File: config.mk
export PLATFORM = sky130hd
export DESIGN_NAME = vmem_spike_reset_unit
export DESIGN_NICKNAME = d
export VERILOG_FILES = /design/src/rtl/vmem_spike_reset_unit_pkg.sv /design/src/rtl/vmem_spike_reset_unit_spike_fifo.sv /design/src/rtl/vmem_spike_reset_unit.sv
export SDC_FILE = /design/constraint.sdc
export NUM_CORES = 1
export LEC_CHECK = 0
export BUFFER_PORTS_ARGS = -buffer_cell sky130_fd_sc_hd__clkbuf_2
export CAP_MARGIN = 10
export CORE_MARGIN = 4
export CORE_UTILIZATION = 25
export DETAILED_ROUTE_END_ITERATION = 10
export SKIP_CTS_REPAIR_TIMING = 1
export SLEW_MARGIN = 25
export SYNTH_ARGS = -nofsm -noshare
export SYNTH_HDL_FRONTEND = slang
export SYNTH_HIERARCHICAL = 1
export SYNTH_SLANG_ARGS = --single-unit
export TNS_END_PERCENT = 50
File: constraint.sdc
create_clock -name clk -period 3.46 [get_ports clk]
set_input_delay 0.173 -clock clk [delete_from_list [all_inputs] [get_ports clk]]
set_output_delay 0.173 -clock clk [all_outputs]
set_load 0.1 [all_outputs]
File: src/rtl/vmem_spike_reset_unit_pkg.sv
// Shared widths, fixed-point types and helpers for the membrane threshold/reset stage.
// Build option: define REFRACTORY_EN to enable the refractory rule in the top level.
package vmem_spike_reset_unit_pkg;

    localparam int INTEGER_WIDTH    = 32;
    localparam int DATA_WIDTH_FRAC  = 32;
    localparam int DATA_WIDTH       = INTEGER_WIDTH + DATA_WIDTH_FRAC;
    localparam int NEURON_ID_WIDTH  = 8;
    localparam int REFRACT_WIDTH    = 8;
    localparam int SPIKE_FIFO_DEPTH = 4;

    typedef logic signed [DATA_WIDTH-1:0] fixed_t;

    typedef struct packed {
        logic [NEURON_ID_WIDTH-1:0] id;
        fixed_t                     vmem;
        logic [REFRACT_WIDTH-1:0]   ref_count;
        logic                       spike;
    } neuron_update_t;

    // Integer operand becomes a Qm.n word with an all-zero fraction.
    function automatic fixed_t int_to_fixed(input logic signed [INTEGER_WIDTH-1:0] value);
        return {value, {DATA_WIDTH_FRAC{1'b0}}};
    endfunction

endpackage

File: src/rtl/vmem_spike_reset_unit_spike_fifo.sv
// Spike ID queue: power-of-two ring buffer with occupancy count and a sticky drop flag.
// A push into a full queue succeeds only when a pop frees the head slot on the same edge.
module vmem_spike_reset_unit_spike_fifo #(
    parameter int NEURON_ID_WIDTH  = vmem_spike_reset_unit_pkg::NEURON_ID_WIDTH,
    parameter int SPIKE_FIFO_DEPTH = vmem_spike_reset_unit_pkg::SPIKE_FIFO_DEPTH
) (
    input  logic                       clk,
    input  logic                       rst_n,
    input  logic                       push,
    input  logic [NEURON_ID_WIDTH-1:0] push_id,
    input  logic                       pop,
    output logic                       full,
    output logic                       empty,
    output logic [NEURON_ID_WIDTH-1:0] head,
    output logic                       overflow
);

    localparam int PTR_W = (SPIKE_FIFO_DEPTH > 1) ? $clog2(SPIKE_FIFO_DEPTH) : 1;
    localparam int CNT_W = $clog2(SPIKE_FIFO_DEPTH + 1);

    logic [NEURON_ID_WIDTH-1:0] mem [SPIKE_FIFO_DEPTH];
    logic [PTR_W-1:0]           wr_ptr;
    logic [PTR_W-1:0]           rd_ptr;
    logic [CNT_W-1:0]           count;
    logic                       do_push;
    logic                       do_pop;

    assign full    = (count == CNT_W'(SPIKE_FIFO_DEPTH));
    assign empty   = (count == '0);
    assign do_pop  = pop && !empty;
    assign do_push = push && (!full || do_pop);
    assign head    = empty ? '0 : mem[rd_ptr];

    // NOTE: non-blocking assignments for all clocked state so every register samples pre-edge values.
    always_ff @(posedge clk or negedge rst_n) begin
        if (!rst_n) begin
            wr_ptr   <= '0;
            rd_ptr   <= '0;
            count    <= '0;
            overflow <= 1'b0;
        end else begin
            if (do_push) wr_ptr <= wr_ptr + PTR_W'(1);
            if (do_pop)  rd_ptr <= rd_ptr + PTR_W'(1);
            count <= count + CNT_W'(do_push) - CNT_W'(do_pop);
            if (push && !do_push) overflow <= 1'b1;
        end
    end

    // NOTE: storage array has no reset; head is masked while empty so stale entries never leak out.
    always_ff @(posedge clk) begin
        if (do_push) mem[wr_ptr] <= push_id;
    end

endmodule

File: src/rtl/vmem_spike_reset_unit.sv
// Post-leak threshold stage: fire/no-fire decision, Vreset load, refractory update, spike queue.
// Build option: REFRACTORY_EN enables the refractory rule; otherwise out_ref_count is tied to 0.
module vmem_spike_reset_unit
    import vmem_spike_reset_unit_pkg::*;
(
    input  logic                            clk,
    input  logic                            rst_n,
    input  logic signed [INTEGER_WIDTH-1:0] vth,
    input  logic signed [INTEGER_WIDTH-1:0] vreset,
    input  logic [REFRACT_WIDTH-1:0]        tref,
    input  logic                            in_valid,
    output logic                            in_ready,
    input  logic [NEURON_ID_WIDTH-1:0]      in_neuron_id,
    input  logic [DATA_WIDTH-1:0]           in_vmem,
    input  logic [REFRACT_WIDTH-1:0]        in_ref_count,
    output logic                            out_valid,
    input  logic                            out_ready,
    output logic [NEURON_ID_WIDTH-1:0]      out_neuron_id,
    output logic [DATA_WIDTH-1:0]           out_vmem,
    output logic [REFRACT_WIDTH-1:0]        out_ref_count,
    output logic                            out_spike,
    output logic                            spike_valid,
    input  logic                            spike_ready,
    output logic [NEURON_ID_WIDTH-1:0]      spike_neuron_id,
    output logic                            spike_overflow
);

    fixed_t         vth_ext;
    fixed_t         vreset_ext;
    neuron_update_t next_upd;
    neuron_update_t out_reg;
    logic           accept;
    logic           fifo_empty;
    logic           fifo_full_unused;

    assign vth_ext    = int_to_fixed(vth);
    assign vreset_ext = int_to_fixed(vreset);
    assign in_ready   = !out_valid || out_ready;
    assign accept     = in_valid && in_ready;

    // NOTE: every field gets a default before the rule chain, so no path can infer a latch.
    always_comb begin
        next_upd.id        = in_neuron_id;
        next_upd.vmem      = in_vmem;
        next_upd.ref_count = '0;
        next_upd.spike     = 1'b0;
`ifdef REFRACTORY_EN
        if (in_ref_count != '0) begin
            next_upd.vmem      = vreset_ext;
            next_upd.ref_count = in_ref_count - REFRACT_WIDTH'(1);
        end else if ($signed(in_vmem) >= vth_ext) begin
            next_upd.vmem      = vreset_ext;
            next_upd.ref_count = tref;
            next_upd.spike     = 1'b1;
        end
`else
        if ($signed(in_vmem) >= vth_ext) begin
            next_upd.vmem  = vreset_ext;
            next_upd.spike = 1'b1;
        end
`endif
    end

`ifndef REFRACTORY_EN
    logic unused_refract;
    assign unused_refract = ^{in_ref_count, tref};
`endif

    // Single-entry output register: a new result may replace the old one on the edge it is taken.
    always_ff @(posedge clk or negedge rst_n) begin
        if (!rst_n) begin
            out_valid <= 1'b0;
            out_reg   <= '0;
        end else if (accept) begin
            out_valid <= 1'b1;
            out_reg   <= next_upd;
        end else if (out_ready) begin
            out_valid <= 1'b0;
        end
    end

    assign out_neuron_id = out_reg.id;
    assign out_vmem      = out_reg.vmem;
    assign out_ref_count = out_reg.ref_count;
    assign out_spike     = out_reg.spike;

    vmem_spike_reset_unit_spike_fifo #(
        .NEURON_ID_WIDTH  (NEURON_ID_WIDTH),
        .SPIKE_FIFO_DEPTH (SPIKE_FIFO_DEPTH)
    ) u_spike_fifo (
        .clk      (clk),
        .rst_n    (rst_n),
        .push     (accept && next_upd.spike),
        .push_id  (in_neuron_id),
        .pop      (spike_ready),
        .full     (fifo_full_unused),
        .empty    (fifo_empty),
        .head     (spike_neuron_id),
        .overflow (spike_overflow)
    );

    assign spike_valid = !fifo_empty;

endmodule

==> results.cfg <==
[outcome]
status = finished with violations
failed_checks = hold timing

[routing]
vias = 5144
avgViaCountPerCell = 4.44
drc_errors = 0
wire_per_inst_um = 17.0
firstDrtPassIters = 4
routed_wirelength_um = 19700
ant_nets = 0
drtIter0Drc = 278

[power]
leakage_nw = 4.00
p_per_area_nw_per_um2 = 774
vdd_ir_drop_max_mv = 0.559

[floorplan]
dieArea_um2 = 26500
start_util = 0.255
rows = 56
die-height_um = 163
die_w_um = 163
io_pins = 250
coreArea_um2 = 23500

[sta]
fmax_ghz = 0.311
worst_slew_pin_slew_ns = 0.819
finalSetupViolCount = 0
skew_ns = 0.0165
slew_viol_final = 0
slew_headroom = 0.454
finalCritPeriodShare = 0.929
rsz0062_at_grt = false
holdWs_ns = -0.00308
hold_viol_final = 3
min_period_ns = 3.22

[synthesis]
yosysSeqAreaShare = 0.502
synth_edf_count = 32
postSynthAreaPerCell_um2 = 10.2
netlist.area_leader.share = 0.342
ys.flop_type = dfrtp_1
syn_area_um2 = 6000
ys_types = 46
synth_warnings = 6
async_flop_share = 0.719
synth_top_cells_by_area = dfrtp_1 34%, edfxtp_1 16%, nand2_1 10%
synth_top_area_cell = dfrtp_1
ys_ff_latch = 114
synthCells = 588

[min_path]
hold_path_class = input pin to flop
whs_path_depth = 3
min_from = vreset[5]

[run]
max-cap-violations = 0

[clock_network]
clock_sinks = 114
cts_max_path_buffers = 2
cts_tree = done
clk_pin_slew_worst_paths_ns = 0.07
cts.htree.levels = 4
clockRootBuffer = clkbuf_16
cts_inserted_buffers = 17
insertion_delay_ns = 0.42

[global_route]
grt_antenna_before_repair = 0
overflow = 0
grt_pass1_vias = 5287
grt_usage = 0.148
grt_pass1_wl_um = 30100
grt_max_degree = 71

[cells_and_area]
syn_to_final_growth_pct = 36.7
mostFrequentLayoutCell = clkbuf_2
final_cells = 1158
mostFrequentLayoutCells = 224 x clkbuf_2, 163 x nand2_1, 81 x dfrtp_1
num-nets-final = 1021
diodes = 0
fin_area_um2 = 8200
nFillCells = 2441
drive_gt1_frac = 0.389

[setup_path]
cp-startpoint = in_vmem[11]
rr_endpoint = u_spike_fifo/count[2]
end_kind = flop
critPathArrivalTime_ns = 3.51
cp-endpoint = u_spike_fifo/count[2]
cp_max_fo = 3
crit_required_ns = 3.75
r2r_slack_ns = 1.21
rr_worst_depth = 8
r2r-start = u_spike_fifo/count[1]
crit_path_start_kind = input pin
critPathKind = input pin to flop

[place]
io_buffers = 225
dp_hpwl_um = 14300
place_congestion = 0.787
postPlaceCellArea_um2 = 7480
place_inst = 1113
[cells by family (layout without fill, tap and decap cells)]
group,count (synthesis),in the layout,synth area share
compound gates,92,92,0.120
mux,10,10,0.0342
other cells,1,8,0.000625
simple gates,245,245,0.191
buf+inv,83,327,0.0642
fa+ha+maj,38,38,0.0805
flops,114,114,0.502
xor+xnor,5,5,0.00730
[flip-flops by register name, indices dropped and copies added, names as in the netlist]
| signal | count |
|---|---|
| u_spike_fifo/wr_ptr | 2 |
| out_spike | 1 |
| out_valid | 1 |
| u_spike_fifo/rd_ptr | 2 |
| u_spike_fifo/overflow | 1 |
| out_vmem | 64 |
| u_spike_fifo/count | 3 |
| out_neuron_id | 8 |
| u_spike_fifo/mem | 32 |
[cells in the mapped netlist (2+ instances only)]
cell type  instances
nor4_1             8
a21oi_1           14
buf_1              2
nor2_1             5
buf_4              9
mux4_2             8
edfxtp_1          32
dfrtp_1           82
o211ai_2          27
nand4_1           37
buf_6              5
nand3_1            3
a21o_1             3
xnor2_1            4
ha_1              37
inv_1             38
nand2b_1           2
nand2_1          164
or3_4              2
o21ai_0           33
and2_1            15
o21ai_1            2
clkbuf_1          26
o211ai_1           8
[layer usage]
metal  wire, um  share of wire  global-route usage
met1       8680           0.44               0.194
met2       9320           0.47               0.240
met3       1370          0.069              0.0428
met4        315          0.016              0.0435
met5          0              0                   0
[how the worst min path moves through the flow]
stage                        to  slack (ns)
6_report           out_vmem[37]      -0.003
5_1_grt            out_vmem[50]       0.002
4_1_cts            out_vmem[56]       -0.04
3_5_place_dp   out_neuron_id[2]        0.41
3_3_place_gp   out_neuron_id[4]        0.40
2_1_floorplan  out_neuron_id[0]       -0.12
[area by class of cell]
type	instances	area [um^2]	share of cell area
repair buffers	256	1400	0.170
multi-input cells	398	2660	0.324
well taps	319	399	0.0487
inverters	39	146	0.0179
clock buffers	18	429	0.0523
clock inverters	14	154	0.0188
flip-flops and latches	114	3010	0.368
[stage by stage]
step	power (W)	setup WS, ns	hold slack, ns	utilization	setup TNS, ns
final	0.00635	0.245	-0.00308	0.348	0
after global routing	0.00665	0.0384	0.00178	0.348	0
after CTS	0.00643	0.275	-0.0447	0.343	0
after detailed placement	0.00464	-0.153	0.408	0.318	-0.153
after global placement	0.00461	-0.0714	0.399	0.318	-0.0714
after floorplan	0.00408	0.0597	-0.123	-	0
[power breakdown]
group          switching [W]  leakage, nW  internal (W)
clock network       0.000681        0.279       0.00107
logic                0.00223         2.40      0.000569
registers           0.000181         1.32       0.00162
total                0.00309         4.00       0.00325
[worst max-delay path, stage by stage]
cell and delay [ns]:
dlygate4sd3_1 0.53, clkbuf_2 0.12, nor4_1 0.24, nand4_1 0.24
nor4_1 0.29, buf_4 0.17, o311ai_4 0.08, and2_2 0.22
nor2_1 0.23, or3_4 0.19, a21bo_1 0.19, ha_1 0.19
fa_1 0.37, xor2_1 0.16, xnor2_1 0.12
(Power assumes the default switching activity.)
